## src/rtl/instr_fetch_arbiter_pkg.sv

```systemverilog
// Shared constants, core-id width helper and stage-1 fetch record for the fetch arbiter.
package instr_fetch_arbiter_pkg;

    localparam int ADDR_W         = 16;
    localparam int INSTR_W        = 16;
    localparam int CORE_ID_MAX_W  = 3;

    function automatic int core_id_w(input int n);
        return (n <= 2) ? 1 : $clog2(n);
    endfunction

    typedef struct packed {
        logic [ADDR_W-1:0]        addr;
        logic [CORE_ID_MAX_W-1:0] core_id;
    } fetch_req_t;

endpackage

```

## src/rtl/instr_fetch_arbiter_if.sv

```systemverilog
// Core-side fetch handshake plus instruction-memory pins shared by the arbiter and its users.
interface instr_fetch_arbiter_if #(
    parameter int NUM_CORES = 4
);
    import instr_fetch_arbiter_pkg::*;

    logic                          enable;
    logic [NUM_CORES-1:0]          req;
    logic [NUM_CORES*ADDR_W-1:0]   req_addr;
    logic [NUM_CORES-1:0]          gnt;
    logic [NUM_CORES-1:0]          resp_valid;
    logic [INSTR_W-1:0]            resp_instr;
    logic                          mem_read;
    logic [ADDR_W-1:0]             mem_address;
    logic [INSTR_W-1:0]            mem_instr;

    modport slave (
        input  enable, req, req_addr, mem_instr,
        output gnt, resp_valid, resp_instr, mem_read, mem_address
    );

    modport master (
        output enable, req, req_addr, mem_instr,
        input  gnt, resp_valid, resp_instr, mem_read, mem_address
    );

endinterface

```

## src/rtl/instr_fetch_arbiter_picker.sv

```systemverilog
// Combinational round-robin picker: first eligible index at or after rr_ptr, modulo NUM_CORES.
module rr_priority_picker
    import instr_fetch_arbiter_pkg::*;
#(
    parameter int NUM_CORES = 4,
    parameter int IDW       = core_id_w(NUM_CORES)
) (
    input  logic [NUM_CORES-1:0] eligible,
    input  logic [IDW-1:0]       rr_ptr,
    output logic [NUM_CORES-1:0] winner_oh,
    output logic [IDW-1:0]       winner_idx,
    output logic                 any_valid
);

    logic [NUM_CORES-1:0] rotated;
    logic [IDW:0]         sum;

    always_comb begin
        any_valid = 1'b0;
        sum       = '0;
        rotated   = NUM_CORES'({eligible, eligible} >> rr_ptr);
        // Descending scan so the lowest rotated offset (closest to rr_ptr) wins.
        for (int j = NUM_CORES - 1; j >= 0; j--) begin
            if (rotated[j]) begin
                any_valid = 1'b1;
                sum       = {1'b0, rr_ptr} + (IDW+1)'(j);
            end
        end
        winner_idx = (sum >= (IDW+1)'(NUM_CORES)) ? IDW'(sum - (IDW+1)'(NUM_CORES)) : IDW'(sum);
        winner_oh  = any_valid ? (NUM_CORES'(1) << winner_idx) : '0;
    end

endmodule

```

## src/rtl/instr_fetch_arbiter.sv

```systemverilog
// Round-robin arbiter sharing one instruction memory among NUM_CORES cores; gnt -> resp_valid is 2 cycles.
// A granted core stays busy until its response, and enable=0 stops new grants while in-flight fetches drain.
module instr_fetch_arbiter
    import instr_fetch_arbiter_pkg::*;
#(
    parameter int NUM_CORES = 4
) (
    input  logic                  clk,
    input  logic                  reset_n,
    instr_fetch_arbiter_if.slave  bus
);

    localparam int IDW = core_id_w(NUM_CORES);

    logic [NUM_CORES-1:0] eligible;
    logic [NUM_CORES-1:0] winner_oh;
    logic [IDW-1:0]       winner_idx;
    logic                 any_valid;

    logic [NUM_CORES-1:0] busy_q, busy_d;
    logic [IDW-1:0]       rr_ptr_q, rr_ptr_d;
    logic                 mem_read_q, mem_read_d;
    fetch_req_t           s1_q, s1_d;
    logic [NUM_CORES-1:0] resp_valid_q, resp_valid_d;
    logic [INSTR_W-1:0]   resp_instr_q, resp_instr_d;

    // Gating with reset_n keeps gnt low while reset is held.
    assign eligible = bus.req & ~busy_q & {NUM_CORES{bus.enable & reset_n}};

    rr_priority_picker #(
        .NUM_CORES (NUM_CORES),
        .IDW       (IDW)
    ) u_picker (
        .eligible   (eligible),
        .rr_ptr     (rr_ptr_q),
        .winner_oh  (winner_oh),
        .winner_idx (winner_idx),
        .any_valid  (any_valid)
    );

    always_comb begin
        busy_d       = busy_q;
        rr_ptr_d     = rr_ptr_q;
        mem_read_d   = any_valid;
        s1_d         = s1_q;
        resp_valid_d = '0;
        resp_instr_d = resp_instr_q;

        if (mem_read_q) begin
            resp_instr_d           = bus.mem_instr;
            resp_valid_d           = NUM_CORES'(1) << s1_q.core_id;
            busy_d[s1_q.core_id]   = 1'b0;
        end

        if (any_valid) begin
            busy_d[winner_idx] = 1'b1;
            s1_d.addr          = bus.req_addr[winner_idx*ADDR_W +: ADDR_W];
            s1_d.core_id       = CORE_ID_MAX_W'(winner_idx);
            rr_ptr_d           = (winner_idx == IDW'(NUM_CORES - 1)) ? '0 : winner_idx + IDW'(1);
        end
    end

    always_ff @(posedge clk) begin
        if (!reset_n) begin
            busy_q       <= '0;
            rr_ptr_q     <= '0;
            mem_read_q   <= 1'b0;
            s1_q         <= '0;
            resp_valid_q <= '0;
            resp_instr_q <= '0;
        end else begin
            busy_q       <= busy_d;
            rr_ptr_q     <= rr_ptr_d;
            mem_read_q   <= mem_read_d;
            s1_q         <= s1_d;
            resp_valid_q <= resp_valid_d;
            resp_instr_q <= resp_instr_d;
        end
    end

    assign bus.gnt         = winner_oh;
    assign bus.mem_read    = mem_read_q;
    assign bus.mem_address = s1_q.addr;
    assign bus.resp_valid  = resp_valid_q;
    assign bus.resp_instr  = resp_instr_q;

endmodule

```

## src/flat_wrapper.sv

```systemverilog
// flat-port wrapper written by rule: the top's interface ports become plain ports
module instr_fetch_arbiter_flat import instr_fetch_arbiter_pkg::*;
#(
    parameter int NUM_CORES = 4
)
  (clk, reset_n, bus_enable, bus_req, bus_req_addr, bus_mem_instr, bus_gnt, bus_resp_valid, bus_resp_instr, bus_mem_read, bus_mem_address);
  instr_fetch_arbiter_if #(.NUM_CORES(NUM_CORES)) bus_i ();
  input  logic clk;
  input  logic reset_n;
  input wire logic [$bits(bus_i.enable)-1:0] bus_enable;
  input wire logic [$bits(bus_i.req)-1:0] bus_req;
  input wire logic [$bits(bus_i.req_addr)-1:0] bus_req_addr;
  input wire logic [$bits(bus_i.mem_instr)-1:0] bus_mem_instr;
  output wire logic [$bits(bus_i.gnt)-1:0] bus_gnt;
  output wire logic [$bits(bus_i.resp_valid)-1:0] bus_resp_valid;
  output wire logic [$bits(bus_i.resp_instr)-1:0] bus_resp_instr;
  output wire logic [$bits(bus_i.mem_read)-1:0] bus_mem_read;
  output wire logic [$bits(bus_i.mem_address)-1:0] bus_mem_address;
  assign bus_i.enable = bus_enable;
  assign bus_i.req = bus_req;
  assign bus_i.req_addr = bus_req_addr;
  assign bus_i.mem_instr = bus_mem_instr;
  assign bus_gnt = bus_i.gnt;
  assign bus_resp_valid = bus_i.resp_valid;
  assign bus_resp_instr = bus_i.resp_instr;
  assign bus_mem_read = bus_i.mem_read;
  assign bus_mem_address = bus_i.mem_address;
  instr_fetch_arbiter #(.NUM_CORES(NUM_CORES)) u_core (.clk(clk), .reset_n(reset_n), .bus(bus_i));
endmodule
```

## config.mk

```make
export PLATFORM = sky130hd
export DESIGN_NAME = instr_fetch_arbiter_flat
export DESIGN_NICKNAME = d
export VERILOG_FILES = /design/src/rtl/instr_fetch_arbiter_pkg.sv /design/src/rtl/instr_fetch_arbiter_if.sv /design/src/rtl/instr_fetch_arbiter_picker.sv /design/src/rtl/instr_fetch_arbiter.sv /design/src/flat_wrapper.sv
export SDC_FILE = /design/constraint.sdc
export NUM_CORES = 1
export LEC_CHECK = 0
export CORE_ASPECT_RATIO = 1.25
export CORE_MARGIN = 1
export CORE_UTILIZATION = 40
export DETAILED_ROUTE_END_ITERATION = 7
export PLACE_DENSITY = 0.88
export SYNTH_ARGS = -nofsm -noshare
export SYNTH_HDL_FRONTEND = slang
export SYNTH_SLANG_ARGS = --single-unit
```

## constraint.sdc

```tcl
create_clock -name clk -period 3 [get_ports clk]
set_clock_uncertainty 0.05 [all_clocks]
set_input_delay 0.9 -clock clk [delete_from_list [all_inputs] [get_ports clk]]
set_output_delay 0.9 -clock clk [all_outputs]
set_load 0.05 [all_outputs]
```

Word level (Yosys, flattened, before mapping) --
Cells that the tools add are included.
Storage, ports and cells: register bits 45, input port bits 87, output and inout port bits 41, word-level logic and storage cells 49
Cells by class: $add $sub $neg 5, $lt $le $gt $ge 5, equality and inequality tests 1, shift operators 4, muxes and demuxes 17, bitwise operators 7, reductions and logical operators 3
Operator list (count):
- 64-bit by 7-bit variable part select with 16-bit output | 1
- 4-bit AND | 3
- 3-bit 2-to-1 mux | 4
- 4-bit 2-to-1 mux | 3
- 4-bit inverter | 2
- 1-bit by 2-bit << shifter with 4-bit output, first input constant | 2
- 8-bit by 2-bit >> shifter with 4-bit output | 1
- 2-bit by 2-bit adder with 3-bit output, second input constant | 2
- 2-bit by 3-bit < comparator with 1-bit output, second input constant | 2
- 1-bit 2-to-1 mux | 6
- 1-bit demux with 2-bit select | 2
- 2-bit by 1-bit greater-or-equal comparator with 1-bit output, second input constant | 2
- 2-bit 2-to-1 mux | 2
- 4-bit bitwise OR | 1
- 2-bit by 1-bit adder with 3-bit output, second input constant | 1
- 3-bit greater-or-equal comparator, second input constant | 1
- 2-bit by 1-bit adder with 2-bit output, second input constant | 1
- 2-bit == test, second input constant | 1
- 1-bit logical AND | 2
- 2-bit AND reduction | 1
- 2-bit by 1-bit subtractor with 2-bit output, second input constant | 1
- 1-bit AND | 1

Logic depth before layout (Yosys ltp) --
Gate-level depths: netlist (run 1).
depth in word-level cells 16, mapped depth 7, depth with buffers taken out 5

Modules after synthesis --
A second synthesis (run 1) with hierarchy kept.
Unflattened totals: cell total of the unflattened synthesis 249, area, all modules 2507.4 µm²
Modules (own cells, without submodules):
- instr_fetch_arbiter | times used 1, cells an instance 217, area each 2328.5 µm², sequential area each 900.9 µm²
- rr_priority_picker | times used 1, cells an instance 32, area each 178.9 µm², sequential area each 0.0 µm²

Worst setup path before layout (run 1) --
No wires, ideal clock.
path type input to output, from input port reset_n, to output port bus_gnt[3], arrival 2583 ps, data required time 2050 ps, path slack -533 ps, cell stages on the path 6, path buffers 2, cell sequence buf_4 nand4b_1 a32oi_1 nand3_4 buf_4 nor2_1
On the way: word-level cells in the longest chain between the ends 11, elaborated cells on any way between the ends 16, those cells by class add/sub (1); order compare (1); shift (2); mux (10); bitwise (2)
RTL lines:
- from (decl) | line flat_wrapper.sv:9 | input logic reset_n;
- 1-bit AND * | line instr_fetch_arbiter.sv:28 | assign eligible = bus.req & ~busy_q & {NUM_CORES{bus.enable & reset_n}};
- 4-bit AND * | line instr_fetch_arbiter.sv:28
- 8-bit by 2-bit >> shifter with 4-bit output * | line instr_fetch_arbiter_picker.sv:21 | rotated = NUM_CORES'({eligible, eligible} >> rr_ptr);
- 3-bit 2-to-1 mux (4 in series) | line instr_fetch_arbiter_picker.sv:24 | if (rotated[j]) begin
- 3-bit greater-or-equal comparator or 2-bit by 1-bit subtractor with 2-bit output (tied branches) | line instr_fetch_arbiter_picker.sv:29 | winner_idx = (sum >= (IDW+1)'(NUM_CORES)) ? IDW'(sum - (IDW+1)'(NUM_CORES)) : IDW'(sum);
- 2-bit 2-to-1 mux | line instr_fetch_arbiter_picker.sv:29
- 1-bit by 2-bit << shifter with 4-bit output | line instr_fetch_arbiter_picker.sv:30 | winner_oh = any_valid ? (NUM_CORES'(1) << winner_idx) : '0;
- 4-bit 2-to-1 mux * | line instr_fetch_arbiter_picker.sv:30
- to (decl) | line flat_wrapper.sv:14 | output wire logic [$bits(bus_i.gnt)-1:0] bus_gnt;
Every way passes the cells marked *; elsewhere a longest branch is shown, timed or not.

Worst setup path in the final report (run 1) --
from input port bus_enable, to output port bus_gnt[0]
On the way: word-level cells in the longest chain between the ends 11, elaborated cells on any way between the ends 16, those cells by class add/sub (1); order compare (1); shift (2); mux (10); bitwise (2)
RTL lines:
- from (decl) | line flat_wrapper.sv:10 | input wire logic [$bits(bus_i.enable)-1:0] bus_enable;
- 1-bit AND * | line instr_fetch_arbiter.sv:28
- 4-bit AND * | line instr_fetch_arbiter.sv:28
- 8-bit by 2-bit >> shifter with 4-bit output * | line instr_fetch_arbiter_picker.sv:21
- 3-bit 2-to-1 mux (4 in series) | line instr_fetch_arbiter_picker.sv:24
- 3-bit greater-or-equal comparator or 2-bit by 1-bit subtractor with 2-bit output (tied branches) | line instr_fetch_arbiter_picker.sv:29
- 2-bit 2-to-1 mux | line instr_fetch_arbiter_picker.sv:29
- 1-bit by 2-bit << shifter with 4-bit output | line instr_fetch_arbiter_picker.sv:30
- 4-bit 2-to-1 mux * | line instr_fetch_arbiter_picker.sv:30
Marked as above.

==> results of run 1 <==
## tightest hold or removal path, cell delays in order (launching register included)
cell	delay, ps
dfxtp_1	320
nand2_1	50
o211ai_1	80
## logic make-up (layout without fill, tap and decap cells)
group / after synthesis / after routing / share of synthesized area
AO/OA/AOI/OAI: 67 / 67 / 0.233
buffers and inverters: 38 / 170 / 0.0898
flip-flops: 45 / 45 / 0.363
multiplexers: 38 / 38 / 0.153
AND/OR/NAND/NOR: 70 / 70 / 0.160
## metrics by stage
stage          power, W  setup TNS (ps)
3_5_place_dp    0.00135           -4640
4_1_cts         0.00178           -98.0
5_1_grt         0.00185            -331
3_3_place_gp    0.00133           -3680
6_report        0.00177            -112
2_1_floorplan   0.00110            -329
## path summary, 6_finish.rpt
path	startpoint	end	slack [ps]
max	bus_enable	bus_gnt[0]	-60
min	u_core.bus.mem_address[6]$_SDFFE_PN0N_	u_core.bus.mem_address[6]$_SDFFE_PN0N_	440
max reg2reg	u_core.rr_ptr_q[1]$_SDFFE_PN0N_	u_core.bus.mem_address[2]$_SDFFE_PN0N_	780
min reg2reg	u_core.bus.mem_address[6]$_SDFFE_PN0N_	u_core.bus.mem_address[6]$_SDFFE_PN0N_	440
## state kept, by name, summed over array words and instances, names as in the netlist
register and flops:
u_core.bus.resp_instr 16, u_core.bus.resp_valid 4, u_core.s1_q 2, u_core.busy_q 4, u_core.bus.mem_read 1, u_core.rr_ptr_q 2
u_core.bus.mem_address 16
## layout by cell type, fill, tap and decap left out, drive strengths merged
cell type / count
o21a: 7
a41oi: 2
buf: 42
nand3b: 2
nand3: 2
a32o: 1
a2111oi: 1
o32a: 1
o31a: 1
o31ai: 10
a21o: 11
inv: 5
nand4: 10
nand2b: 6
nor3b: 1
nor3: 1
clkinvlp: 2
a21oi: 1
mux2i: 38
o2bb2ai: 1
o211ai: 10
o32ai: 1
a21boi: 2
clkdlybuf4s50: 116
and2: 1
clkbuf: 5
nor2: 10
a32oi: 1
dfxtp: 45
a2bb2oi: 1
nand4b: 3
o21ai: 10
nand2: 15
a221oi: 6
nor2b: 19
## power by group
| group | switching (W) | leakage, nW | internal (W) |
|---|---|---|---|
| logic | 0.000367 | 1.22 | 0.000318 |
| registers | 0.0000371 | 0.370 | 0.000648 |
| clock network | 0.000231 | 0.0452 | 0.000170 |
| total | 0.000635 | 1.63 | 0.00114 |
## layer usage
metal | up-vias | global-route usage
met2 | 119 | 0.449
met1 | 1140 | 0.249
met3 | 20 | 0.0460
met4 | 0 | 0.108
li1 | 1188 | -
met5 | - | 0
## cell type report
cell class | instances | area share
clock buffer | 5 | 0.0167
clock inverter | 3 | 0.00606
inverter | 4 | 0.00455
multi-input combinational | 175 | 0.357
sequential | 45 | 0.218
tap | 82 | 0.0248
timing repair buffer | 158 | 0.373
## timing repair
item                                    4_1_cts  5_1_grt
gates cloned                                  0        0
pin swaps                                     9        7
buffers inserted                              5        2
gates resized for setup                      48        3
endpoints found under the hold margin         0        0
endpoints found under the setup margin        4        4
==> impl_metrics.csv, run 1 <==
group,metric,value,unit
yosys,syn_area,2480,um2
global_route,grt_pass1_vias,2564,
power,power_density,429,nW/um2
yosys,synth_top_cell_by_area,"dfxtp_1",
timing,maxSlewViolCount,0,
layout,fin_util,0.700,
critical_path,path_class,"in2out",
layout,area_delta_synth_final,66.5,%
job,maxCapViolations,0,
clock_network,cts_tree,"built",
die,fp.dieArea,6520,um2
place,dp_slack,-587,ps
hold_path,min_path_cells,2,
route,topRoutingLayerUsed,"met4",
clock_network,h-tree-depth,2,
yosys,synth_nets,345,
route,dr_wl_met2,4310,um
status,violations,"negative setup slack",
place,dp_hpwl,5840,um
global_route,antenna_found_initial,0,
die,start_util,0.421,
power,peakVddDrop,261,uV
timing,max_slew_margin,0.479,
layout,n_fill_cell,456,
layout,antenna_cells,0,
yosys,async_flop_share,0,
clock_network,clk_latency,310,ps
yosys,synth-edff-count,0,
die,die_h,90.0,um
timing,finalSetupViolCount,3,
yosys,yosys-top-cells-area,"dfxtp_1 (36%), mux2i_1 (15%), buf_4 (5.4%)",
yosys,seq_area_frac_synth,0.363,
clock_network,numCtsBuffers,5,
timing,setup_ws,-57.4,ps
global_route,grt_max_degree,32,
timing,hold_viol_final,0,
place,routabilityCongestion,0.919,
route,drtPass1Iterations,4,
layout,seqCellArea,901,um2
layout,multi_input_area,1470,um2
layout,final_cell_area,4130,um2
critical_path,crit_path_start_kind,"input pin",
clock_network,cts_hold_buf,0,
clock_network,clock-sinks,45,
critical_path,slowest_stage,"buf_4",
critical_path,critPathMostFrequentCell,"buf_8",
route,via_count,2467,
status,status,"finished, violations left",
route,wl,7730,um
timing,worst_hold_slack,441,ps
timing,max_freq,0.327,GHz
timing,post-route-period-util,1.02,
die,core,5900,um2
timing,layout_min_cycle_time,3060,ps
route,ant_nets,0,
global_route,grt_usage,0.240,
critical_path,cp.arrival,2110,ps
yosys,synth_top_area_frac,0.363,
timing,grt_setup_unrepaired,"yes",
place,dpl_cell_area,3880,um2
global_route,grt-ovfl-total,0,
yosys,yosysMostFrequentCell,"dfxtp_1",
die,fp-row-count,31,
route,met3_length,453,um
critical_path,crit_chain,"buf_8 -> nand4b_1 -> buf_4 -> o21ai_4 -> o2bb2ai_4 -> nand3_4 -> clkinvlp_4 -> buf_8",
critical_path,cp_num_cells,8,
route,via_per_inst,5.23,
clock_network,root_buffer,"clkbuf_8",
layout,layout.nets,476,
critical_path,critPathBufInv,4,
yosys,ys_types,39,
global_route,grt_pass1_wl,12100,um
place,numPortBuffers,127,
layout,drive_gt1_frac,0.187,
route,wl_per_cell,16.4,um
route,drc,0,
layout,fin_cells,472,
route,drt_iter0_drc,94,
clock_network,clk_pin_slew,100,ps
critical_path,ff2ff_path_depth,6,
die,pin_count,128,
die,die_w,72.4,um
clock_network,cts_buffer_depth,2,
yosys,synth_seq_cells,45,
place,placed_cells,458,
critical_path,required,2050,ps
route,wl_met1,2750,um
power,p_leak,1.63,nW
yosys,syn_avg_cell_area,9.61,um2
yosys,yosysWarningCount,0,
timing,worstMarginPinSlew,781,ps
critical_path,max_stage_delay,210,ps
critical_path,crit_family,"buffers and inverters",
hold_path,hold_path.class,"reg2reg",
yosys,synth_common_cells,"dfxtp_1 (45), mux2i_1 (38), nor2b_1 (19)",
critical_path,end_kind,"output pin",
yosys,yosys_most_used_dff,"dfxtp_1",
critical_path,worstPathMaxFanout,6,
yosys,syn_inst,258,
No activity file was read; power rests on OpenSTA's default activity.
==> run 2: changes to the inputs <==
--- a/config.mk
+++ b/config.mk
@@ -9,6 +9,7 @@
 export CORE_MARGIN = 1
 export CORE_UTILIZATION = 40
 export DETAILED_ROUTE_END_ITERATION = 7
+export MAX_ROUTING_LAYER = met4
 export PLACE_DENSITY = 0.88
 export SYNTH_ARGS = -nofsm -noshare
 export SYNTH_HDL_FRONTEND = slang
==> impl_metrics.csv, run 2 (synthesis results as in run 1) <==
group,metric,value,unit
clock_network,clk_latency,300,ps
route,ant_nets,0,
clock_network,clk_pin_slew,90,ps
global_route,grt_pass1_vias,2480,
critical_path,crit_chain,"buf_8 -> nor2b_4 -> a2111oi_4 -> buf_4 -> a2bb2oi_4 -> nor2_4 -> buf_12",
layout,final_common_cell,"clkdlybuf4s50_1",
global_route,grt_pass1_wl,11800,um
timing,worst_hold_slack,443,ps
clock_network,cts_buffer_depth,2,
critical_path,cp.arrival,2100,ps
critical_path,slowest_stage,"a2111oi_4",
layout,antenna_cells,0,
die,start_util,0.421,
clock_network,clock-sinks,45,
hold_path,hold_path.class,"reg2reg",
die,pin_count,128,
die,fp.dieArea,6520,um2
timing,maxSlewViolCount,0,
layout,area_delta_synth_final,69.4,%
route,wl_per_cell,16.0,um
place,dp_hpwl,5560,um
route,via_per_inst,5.19,
critical_path,crit_family,"compound AO/OA/AOI/OAI gates",
route,drt_iter0_drc,86,
power,peakVddDrop,298,uV
layout,drive_gt1_frac,0.205,
status,status,"finished, violations left",
timing,setup_tns,-75.0,ps
clock_network,h-tree-depth,2,
global_route,grt-ovfl-total,0,
die,die_w,72.4,um
critical_path,max_stage_delay,390,ps
route,drtPass1Iterations,4,
critical_path,worstPathMaxFanout,3,
die,die_h,90.0,um
job,maxCapViolations,0,
timing,worstMarginPinSlew,717,ps
place,numPortBuffers,127,
timing,setup_ws,-45.9,ps
critical_path,path_class,"in2out",
power,power_density,423,nW/um2
clock_network,root_buffer,"clkbuf_8",
route,drc,0,
die,core,5900,um2
place,routabilityCongestion,0.858,
status,violations,"negative setup slack",
clock_network,cts_tree,"built",
global_route,grt_max_degree,34,
timing,layout_min_cycle_time,3050,ps
critical_path,required,2050,ps
clock_network,cts_hold_buf,0,
route,via_count,2478,
critical_path,crit_path_start_kind,"input pin",
timing,max_slew_margin,0.521,
layout,layout_common_cells,"clkdlybuf4s50_1 (116), dfxtp_1 (45), mux2i_1 (38), buf_4 (35), nor2b_1 (17)",
critical_path,end_kind,"output pin",
timing,max_freq,0.328,GHz
route,wl,7610,um
global_route,antenna_found_initial,0,
layout,layout.nets,481,
timing,post-route-period-util,1.02,
die,fp-row-count,31,
clock_network,numCtsBuffers,5,
timing,grt_setup_unrepaired,"yes",
timing,hold_viol_final,0,
power,p_leak,1.68,nW
critical_path,critPathBufInv,3,
timing,finalSetupViolCount,4,
global_route,grt_usage,0.237,
layout,fin_util,0.712,
-- run 2: cell count changes in the layout (fill, tap and decap cells not counted), sizes merged --
cell,previous run,this run
clkinv,0,1
buf,42,47
inv,5,4
-- run 2: power by group --
group / switching (W) / total [W] / internal (W)
logic: 0.000367 / 0.000700 / 0.000333
registers: 0.0000369 / 0.000685 / 0.000648
clock network: 0.000225 / 0.000391 / 0.000166
-- run 2: stage by stage --
| stage | cell area (um2) | total power [W] | std cells | setup slack [ps] |
|---|---|---|---|---|
| global placement | 3930 | 0.00134 | 462 | -555 |
| CTS | 4140 | 0.00176 | 473 | -36.3 |
| detailed placement | 3930 | 0.00135 | 462 | -567 |
| finish | 4200 | 0.00178 | 477 | -45.9 |
| global route | 4200 | 0.00185 | 477 | -73.8 |
| floorplan | 2510 | 0.00110 | 258 | -103 |
-- run 2: repair_timing --
item,4_1_cts,5_1_grt
pin swaps,11,9
cloned,0,0
gates resized for setup,51,5
buffers inserted,4,4
endpoints found under the setup margin,4,4
-- run 2: area by class of cell --
class	count	area, um2
flip-flops and latches	45	901
well taps	82	103
clock inverters	3	21.3
multi-input cells	175	1490
fillers	444	1700
inverters	4	18.8
clock buffers	5	68.8
repair buffers	163	1600
-- run 2: path summary, 6_finish.rpt --
| kind | startpoint | to | slack (ps) | cells after the start |
|---|---|---|---|---|
| worst min register to register | u_core.bus.mem_address[3]$_SDFFE_PN0N_ | u_core.bus.mem_address[3]$_SDFFE_PN0N_ | 440 | 2 |
| worst max-delay path | bus_req[0] | bus_gnt[1] | -50 | 7 |
| worst min-delay path | u_core.bus.mem_address[3]$_SDFFE_PN0N_ | u_core.bus.mem_address[3]$_SDFFE_PN0N_ | 440 | 2 |
| worst max register to register | u_core.busy_q[0]$_SDFF_PN0_ | u_core.bus.mem_address[12]$_SDFFE_PN0N_ | 710 | 9 |
-- run 2: worst reg2reg max path, delay by kind of cell, from the launching register on --
family                 cells  cell delay, ps
AND/OR/NAND/NOR            2             680
flip-flops                 1             380
buffers and inverters      4             640
AO/OA/AOI/OAI              3             410
-- run 2: per-layer routing --
metal  share of wire  global-route usage  routed length (um)
met4           0.019              0.0801                 146
met1            0.38               0.257                2890
met3           0.062              0.0314                 473
met5               0                   -                   0
met2            0.54               0.434                4100
